### src/rtl/rotor_state_gen.sv
// rotor_state_gen: generates the 3-bit rotor position for the display block.
// The en/cw switches are synchronized, optionally debounced, and a prescaler
// advances the position once every TICK_DIV cycles while enabled.
// Optional feature macro: ROTOR_STATE_GEN_DEBOUNCE_EN (switch debounce filter).
module rotor_state_gen #(
    parameter int TICK_DIV  = 50000000,
    parameter int DB_CYCLES = 1000000
) (
    input  logic       CLK100MHZ,
    input  logic       CPU_RESETN,
    input  logic       en,
    input  logic       cw,
    output logic [2:0] state,
    output logic       step
);

    // An out-of-range configuration never steps, so the misconfiguration is
    // obvious on the display instead of producing a subtly wrong period.
    localparam bit PARAMS_LEGAL = (TICK_DIV >= 2) && (TICK_DIV <= 2**27) &&
                                  (DB_CYCLES >= 1) && (DB_CYCLES <= 2**24);

    localparam int CNT_W = (TICK_DIV > 2) ? $clog2(TICK_DIV) : 1;
    localparam logic [CNT_W-1:0] CNT_MAX = CNT_W'(TICK_DIV - 1);

    logic             enMeta_q, enSync_q;
    logic             cwMeta_q, cwSync_q;
    logic             enF, cwF;
    logic [CNT_W-1:0] cnt_q, cnt_d;
    logic [2:0]       state_q, state_d;
    logic             step_q;
    logic             tick;

    // Two-flop synchronizers bring the asynchronous switches into the clock domain.
    always_ff @(posedge CLK100MHZ or negedge CPU_RESETN) begin
        if (!CPU_RESETN) begin
            enMeta_q <= 1'b0;
            enSync_q <= 1'b0;
            cwMeta_q <= 1'b0;
            cwSync_q <= 1'b0;
        end else begin
            enMeta_q <= en;
            enSync_q <= enMeta_q;
            cwMeta_q <= cw;
            cwSync_q <= cwMeta_q;
        end
    end

`ifdef ROTOR_STATE_GEN_DEBOUNCE_EN
    localparam int DB_W = (DB_CYCLES > 1) ? $clog2(DB_CYCLES) : 1;
    localparam logic [DB_W-1:0] DB_MAX = DB_W'(DB_CYCLES - 1);

    logic [DB_W-1:0] enDbCnt_q, enDbCnt_d;
    logic [DB_W-1:0] cwDbCnt_q, cwDbCnt_d;
    logic            enF_q, enF_d;
    logic            cwF_q, cwF_d;

    // A filtered level flips only after the synchronized input has disagreed
    // with it for DB_CYCLES cycles in a row; any agreement restarts the count.
    always_comb begin
        enF_d     = enF_q;
        enDbCnt_d = '0;
        if (enSync_q != enF_q) begin
            if (enDbCnt_q == DB_MAX) begin
                enF_d = enSync_q;
            end else begin
                enDbCnt_d = enDbCnt_q + DB_W'(1);
            end
        end

        cwF_d     = cwF_q;
        cwDbCnt_d = '0;
        if (cwSync_q != cwF_q) begin
            if (cwDbCnt_q == DB_MAX) begin
                cwF_d = cwSync_q;
            end else begin
                cwDbCnt_d = cwDbCnt_q + DB_W'(1);
            end
        end
    end

    // Debounce counters and filtered levels.
    always_ff @(posedge CLK100MHZ or negedge CPU_RESETN) begin
        if (!CPU_RESETN) begin
            enDbCnt_q <= '0;
            cwDbCnt_q <= '0;
            enF_q     <= 1'b0;
            cwF_q     <= 1'b0;
        end else begin
            enDbCnt_q <= enDbCnt_d;
            cwDbCnt_q <= cwDbCnt_d;
            enF_q     <= enF_d;
            cwF_q     <= cwF_d;
        end
    end

    assign enF = enF_q;
    assign cwF = cwF_q;
`else
    assign enF = enSync_q;
    assign cwF = cwSync_q;
`endif

    // Prescaler and position update: the counter freezes while disabled, and a
    // tick moves the position one step in the direction seen in that cycle.
    always_comb begin
        tick    = enF && (cnt_q == CNT_MAX) && PARAMS_LEGAL;
        cnt_d   = cnt_q;
        state_d = state_q;
        if (enF) begin
            cnt_d = (cnt_q == CNT_MAX) ? '0 : cnt_q + CNT_W'(1);
        end
        if (tick) begin
            state_d = cwF ? state_q + 3'd1 : state_q - 3'd1;
        end
    end

    // Registered position, prescaler and one-cycle step pulse.
    always_ff @(posedge CLK100MHZ or negedge CPU_RESETN) begin
        if (!CPU_RESETN) begin
            cnt_q   <= '0;
            state_q <= 3'd0;
            step_q  <= 1'b0;
        end else begin
            cnt_q   <= cnt_d;
            state_q <= state_d;
            step_q  <= tick;
        end
    end

    assign state = state_q;
    assign step  = step_q;

endmodule

### config.mk
export PLATFORM = sky130hd
export DESIGN_NAME = rotor_state_gen
export DESIGN_NICKNAME = d
export VERILOG_FILES = /design/src/rtl/rotor_state_gen.sv
export SDC_FILE = /design/constraint.sdc
export NUM_CORES = 1
export LEC_CHECK = 0
export CORE_AREA = 2 2 79 81
export DETAILED_ROUTE_END_ITERATION = 12
export DIE_AREA = 0 0 81 83
export GPL_TIMING_DRIVEN = 0
export PLACE_DENSITY = 0.5
export RECOVER_POWER = 50
export SYNTH_ARGS = -nofsm -noshare
export SYNTH_HDL_FRONTEND = slang
export SYNTH_SLANG_ARGS = --single-unit
### constraint.sdc
create_clock -name CLK100MHZ -period 5.9 [get_ports CLK100MHZ]
set_clock_uncertainty 0.2 [all_clocks]
set_input_delay 1.18 -clock CLK100MHZ [delete_from_list [all_inputs] [get_ports CLK100MHZ]]
set_output_delay 1.18 -clock CLK100MHZ [all_outputs]
set_load 0.03 [all_outputs]
# Word level (Yosys, flattened, before mapping)
# Cells that the tools add are included.
# classes
addsub	3
eq_ne	1
n_mux	2
n_reduce_logical	1
# op_table
cell	count
26-bit by 1-bit adder with 26-bit output, second input constant	1
26-bit == test, second input constant	1
26-bit two-way mux	1
3-bit by 1-bit adder with 3-bit output, second input constant	1
3-bit two-way mux	1
3-bit by 1-bit subtractor with 3-bit output, second input constant	1
1-bit logical AND	1
# word_totals
reg_bits	34
in_bits	4
out_inout_bits	4
wordCells	14

# Longest topological paths before layout
# Gate-level depths: netlist (run 1).
# logic_depth
word_depth	2
depth_mapped	6
depth_no_buf	5

# Worst setup path after synthesis (run 1)
# Ideal clock, no wire load.
# synth_path
kind	reg2reg
startpoint	register cnt_q[4]
endpoint	register cnt_q[25]
setup_time_ns	0.077
t_arrival_ns	1.891
slack_ns	3.731
stages_incl_launch_ff	7
cell_sequence	dfrtp_1 > buf_2 > nand4_2 > or4_1 > buf_2 > or4_1 > a21oi_1
# synth_via
elab_chain_len	2
word_cells_on_any_way	3
cone_classes	add/sub (1); eq/ne (1); mux (1)
# synth_rtl
element	line_no	rtl
start: declaration	28	logic [CNT_W-1:0] cnt_q, cnt_d;
start signal: assignment	124	cnt_q <= cnt_d;
26-bit by 1-bit adder with 26-bit output / 26-bit == test (equally long branches)	110	cnt_d = (cnt_q == CNT_MAX) ? '0 : cnt_q + CNT_W'(1);
26-bit two-way mux (*)	110	
# Mark *: on every way between the ends. The rest lies on a longest branch, timed or not.
# A chain may end at the register's enable or synchronous reset.

# Worst setup path after layout (run 1)
# layout_path
startpoint	register state_q[0], in the netlist state[0]
endpoint	output port state[0]
# layout_rtl
element	line_no	rtl
start: declaration	29	logic [2:0] state_q, state_d;
start signal: assignment	125	state_q <= state_d;
end: declaration	13	output logic [2:0] state,
# No word-level cell between the ends.

==> results of run 1 <==
how the worst max path moves through the flow:
stage / endpoint / slack, ps / startpoint / depth (start not counted)
final: state[0] / 3130 / state[0] / 1
after global routing: cnt_q[20] / 2740 / CPU_RESETN / 1
after CTS: state[0] / 3110 / state[0] / 1
after detailed placement: state[0] / 3440 / state[0] / 1
after global placement: cnt_q[3] / 2650 / CPU_RESETN / 1
after floorplan: cnt_q[25] / 3730 / cnt_q[4] / 6
final cells by class:
class	instances	area share (%)
inverter	4	0.782
tap	75	4.89
buffer	7	1.76
multi-input combinational	123	41.0
timing repair buffer	7	3.32
sequential	34	44.3
clock buffer	7	3.97
registers in the layout, summed over array words and instances (netlist names):
name	flops
enMeta_q	1
cwMeta_q	1
enF	1
step	1
cnt_q	26
cwF	1
state	3
synthesized netlist by cell type (2+ instances only):
cell type	count	area [sq um]
or3_2	3	22.5
ha_1	2	25.0
nand2b_1	2	12.5
nor3_1	7	35.0
nor4_1	3	18.8
or3_1	4	25.0
o21ai_0	10	50.1
or4_1	6	45.0
nor2_1	5	18.8
o31ai_1	5	37.5
nand2_1	14	52.6
and3_1	2	12.5
xor2_1	7	61.3
nand3_1	12	60.1
xnor2_1	6	52.6
and4_1	3	26.3
buf_2	4	20.0
nand4_1	9	56.3
a21oi_1	12	60.1
clkbuf_1	2	7.51
dfrtp_1	34	851
inv_1	4	15.0
per-layer routing:
metal / vias to the layer above / routed length, um
li1: 654 / -
met3: 8 / 98
met2: 18 / 1510
met1: 614 / 1710
met5: - / 0
met4: 0 / 83
kinds of logic after synthesis:
family / Yosys count
multiplexers: 1
AND/OR/NAND/NOR: 75
adder cells (fa/ha/maj): 3
XOR/XNOR: 13
AO/OA/AOI/OAI: 31
buffers and inverters: 11
flip-flops: 34
through the flow:
stage | power [mW] | area [sq um] | worst slack [ps] | cells
after floorplan | 0.352 | 1690 | 3730 | 168
after global placement | 0.379 | 1850 | 2650 | 250
after detailed placement | 0.380 | 1850 | 3440 | 250
after CTS | 0.545 | 1920 | 3110 | 257
after global routing | 0.567 | 1920 | 2740 | 257
final | 0.536 | 1920 | 3130 | 257
report_power, final:
| group | internal (mW) | switching [mW] |
|---|---|---|
| Sequential | 0.256 | 0.0237 |
| Clock | 0.0812 | 0.0802 |
| Combinational | 0.0366 | 0.0579 |
| Total | 0.374 | 0.162 |
cells in the final DEF (no fill, tap or decap), types with 2 or more instances in the layout:
| cell | count |
|---|---|
| dfrtp_1 | 34 |
| nand2_1 | 14 |
| nand3_1 | 12 |
| a21oi_1 | 12 |
| o21ai_0 | 10 |
| nand4_1 | 9 |
| nor3_1 | 7 |
| xor2_1 | 7 |
| clkbuf_1 | 6 |
| or4_1 | 6 |
| xnor2_1 | 6 |
| o31ai_1 | 5 |
| nor2_1 | 5 |
| clkbuf_8 | 5 |
| inv_1 | 4 |
| or3_1 | 4 |
| clkdlybuf4s50_1 | 4 |
| and4_1 | 3 |
| nor4_1 | 3 |
| buf_2 | 3 |
| or3_2 | 3 |
| and3_1 | 2 |
| nand2b_1 | 2 |
| ha_1 | 2 |
| dlygate4sd3_1 | 2 |
==> impl_metrics.csv, run 1 <==
group,metric,value,unit
outcome,status,"complete, but fails checks",
outcome,violations,"capacitance limit, slew limit",
finish,layout.area.seq,851,sq um
placement,io_buffer_count,7,
timing,timing.final.crit_share,46.9,%
routing,wire_per_inst,13.2,um
routing,drt_wl_total,3.40,mm
finish,fill_cells,614,
min_path,hold_path_end,"cwF",
floorplan,dieWidth,81,um
yosys,synth_enable_flop_cells,0,
timing,clock.fmax,361,MHz
setup_path,ff2ff_path_depth,6,
floorplan,rows,28,
routing,drt_iter0_drc,100,
timing,report.final.slew_viol_count,35,
routing,drt_first_pass_iters,4,
setup_path,path_buf_inv,1,
timing,worst_pin_slew,1860,ps
setup_path,max_stage_delay,690,ps
finish,num_antenna_cells,0,
setup_path,crit_path_end_kind,"output port",
yosys,syn_avg_cell_area,10.0,sq um
clock_tree,clkTransAtPathRegs,60,ps
finish,syn_to_final_growth,13.8,%
global_routing,use_met2,16.2,%
timing,maxSlewHeadroom,-23.9,%
setup_path,cp_max_fo,3,
routing,drcViolationCount,0,
setup_path,r2r-start,"cnt_q[2]",
routing,routed-via-count,1294,
setup_path,critical_path.top_delay_family,"buffers and inverters",
floorplan,fp.coreArea,0.00582,sq mm
clock_tree,clock_latency,290,ps
floorplan,start_util,29.0,%
finish,drive_above_1_share,9.34,%
setup_path,crit_chain,"clkdlybuf4s50_1",
routing,via_per_inst,5.04,
global_routing,gr-total-overflow,0,
yosys,synth_top_family_by_area,"simple AND/OR/NAND/NOR gates",
global_routing,antenna_found_initial,0,
pwr,p_per_area,279,mW/mm^2
timing,rsz0062_at_grt,"false",
clock_tree,cts_sinks,34,
min_path,hold_path_class,"register to register",
finish,multi_input_area,787,sq um
yosys,async_flop_share,100,%
yosys,synth_cells,168,
pwr,ir_worst_vdd,0.000140,V
global_routing,track_usage,11.6,%
clock_tree,cts_resized,0,
yosys,synth-compound-area-share,10.7,%
global_routing,grtUsageMet1,16.1,%
clock_tree,cts_hold_buf,0,
clock_tree,root_buffer,"clkbuf_8",
placement,place_hpwl,2.40,mm
routing,ant_nets,0,
setup_path,critical_path_class,"register to output port",
setup_path,arrival,1390,ps
clock_tree,cts_max_level,2,
floorplan,dieHeight,83,um
setup_path,cp_slowest_cell,"clkdlybuf4s50_1",
setup_path,regToRegSetupSlack,3340,ps
timing,min_period,2770,ps
floorplan,die_area,0.00672,sq mm
yosys,synth_xor_area_share,6.75,%
finish,nets,189,
global_routing,grtUsageMet3,2.93,%
global_routing,grt_pass1_wl,5.99,mm
yosys,seq_area_frac_synth,50.4,%
placement,gp_congestion,0.704,
clock_tree,numCtsBuffers,5,
yosys,syn-num-nets,175,
floorplan,io_pins,8,
setup_path,startpoint_type,"register",
min_path,hold_depth,0,
yosys,synth-simple-area-share,25.9,%
clock_tree,cts_tree,"built",
yosys,ys.warnings.count,0,
timing,setup_viol,0,
global_routing,grt_busiest_layer,"met2",
yosys,ys.flop_type,"dfrtp_1",
job,maxCapViolCount,1,
yosys,synth.area.mux_share,0.667,%
finish,final_core_util,33.0,%
timing,setup_tns,0,ps
yosys,netlist_area,0.00169,sq mm
pwr,leakagePower,0.762,nW
setup_path,cp.required,4520,ps
timing,hold_ws,150,ps
yosys,ys_types,34,
global_routing,grt_max_degree,35,
clock_tree,post-cts-setup-buffer-count,0,
setup_path,r2r_end,"cnt_q[25]",
clock_tree,clockBufferDepth,2,
global_routing,first_global_vias,1267,
min_path,worstHoldStart,"cwMeta_q",
yosys,ys_ff_latch,34,
yosys,synthAdderAreaFrac,2.67,%
timing,hold_viol,0,
Power figures use the tool's default switching activity.
==> run 2, diff against run 1 <==
==> constraint.sdc (replaced) <==
create_clock -name CLK100MHZ -period 2.9 [get_ports CLK100MHZ]
set_clock_uncertainty 0.2 [all_clocks]
set_input_delay 0.58 -clock CLK100MHZ [delete_from_list [all_inputs] [get_ports CLK100MHZ]]
set_output_delay 0.58 -clock CLK100MHZ [all_outputs]
set_load 0.03 [all_outputs]
==> impl_metrics.csv, run 2 (synthesis gave the netlist of run 1 again) <==
group,metric,value,unit
clock_tree,root_buffer,"clkbuf_8",
routing,drt_wl_total,3.40,mm
routing,drt_first_pass_iters,4,
floorplan,dieWidth,81,um
clock_tree,cts_tree,"built",
timing,rsz0062_at_grt,"false",
timing,min_period,2440,ps
floorplan,rows,28,
outcome,violations,"capacitance limit, slew limit",
floorplan,start_util,29.0,%
finish,drive_above_1_share,9.89,%
global_routing,antenna_found_initial,0,
global_routing,grtUsageMet3,2.93,%
clock_tree,cts_sinks,34,
timing,maxSlewHeadroom,-23.7,%
floorplan,die_area,0.00672,sq mm
routing,wire_per_inst,13.2,um
timing,setup_viol,0,
setup_path,arrival,2380,ps
global_routing,first_global_vias,1267,
timing,setup_tns,0,ps
timing,hold_viol,0,
routing,via_per_inst,5.10,
placement,place_area,0.00185,sq mm
clock_tree,post-cts-setup-buffer-count,0,
global_routing,track_usage,11.6,%
outcome,status,"complete, but fails checks",
setup_path,cp_max_fo,10,
timing,report.final.slew_viol_count,35,
finish,final_core_util,33.0,%
finish,regMostFlops,"cnt_q",
finish,layout_commonest_cell,"dfrtp_1",
global_routing,grt_busiest_layer,"met2",
clock_tree,clock_latency,290,ps
timing,hold_ws,150,ps
global_routing,gr-total-overflow,0,
finish,num_antenna_cells,0,
timing,timing.final.crit_share,84.0,%
finish,layout_common_cells,"dfrtp_1, nand2_1, nand3_1, a21oi_1, o21ai_0",
floorplan,io_pins,8,
global_routing,grt_pass1_wl,5.99,mm
finish,fin_cells,257,
timing,clock.fmax,410,MHz
global_routing,grt_max_degree,35,
setup_path,cp.required,2840,ps
placement,preCtsSetupSlack,450,ps
global_routing,use_met2,16.2,%
clock_tree,numCtsBuffers,5,
floorplan,fp.coreArea,0.00582,sq mm
clock_tree,cts_hold_buf,0,
clock_tree,cts_resized,0,
finish,syn_to_final_growth,13.9,%
pwr,p_per_area,567,mW/mm^2
clock_tree,clockBufferDepth,2,
timing,setup_ws,463,ps
job,maxCapViolCount,1,
setup_path,startpoint_type,"register",
setup_path,crit_path_end_kind,"register",
setup_path,critical_path_class,"register to register",
placement,gp_congestion,0.704,
clock_tree,cts_max_level,2,
routing,ant_nets,0,
finish,fill_cells,613,
finish,largest_reg_flops,26,
clock_tree,clkTransAtPathRegs,60,ps
pwr,fin_total_pwr,1.09,mW
routing,drt_iter0_drc,100,
finish,post-route-cell-area,0.00192,sq mm
routing,routed-via-count,1310,
placement,place_hpwl,2.40,mm
pwr,ir_worst_vdd,0.000285,V
placement,dp.cells,250,
global_routing,grtUsageMet1,16.1,%
placement,io_buffer_count,7,
timing,worst_pin_slew,1850,ps
floorplan,dieHeight,83,um
finish,nets,189,
routing,drcViolationCount,0,
min_path,hold_path_class,"register to register",
pwr,leakagePower,0.764,nW
-- run 2: final cells by class --
class	count	area [sq um]	share of cell area (%)
flip-flops and latches	34	851	44.3
multi-input cells	123	787	41.0
well taps	75	93.8	4.88
clock buffers	7	76.3	3.97
repair buffers	7	63.8	3.32
plain buffers	7	35.0	1.82
inverters	4	15.0	0.781
-- run 2: where the power goes --
group / total (mW) / internal, mW / leakage, nW / switching (mW)
logic: 0.194 / 0.0763 / 0.281 / 0.117
clock network: 0.328 / 0.165 / 0.0383 / 0.163
registers: 0.568 / 0.521 / 0.445 / 0.0473
-- run 2: final timing paths --
| check | startpoint | to | slack, ps | depth (start not counted) |
|---|---|---|---|---|
| min reg2reg | cwMeta_q | cwF | 150 | 0 |
| min | cwMeta_q | cwF | 150 | 0 |
| min in group asynchronous | CPU_RESETN | cnt_q[23] | 590 | 1 |
| max reg2reg | cnt_q[21] | cnt_q[13] | 460 | 6 |
| max | cnt_q[21] | cnt_q[13] | 460 | 6 |
| max in group asynchronous | CPU_RESETN | cnt_q[13] | 830 | 1 |
-- run 2: critical path: stages (launching register included) --
cell	delay [ps]
dfrtp_1	430
nand4_1	150
or4_1	490
clkbuf_1	190
nor3_2	340
clkbuf_1	420
a21oi_1	90
-- run 2: routing by layer --
layer | vias up | wire, um | part of all wire, %
met4 | 0 | 83 | 2.4
li1 | 654 | - | -
met5 | - | 0 | 0
met1 | 630 | 1680 | 50
met3 | 8 | 97 | 2.9
met2 | 18 | 1530 | 45
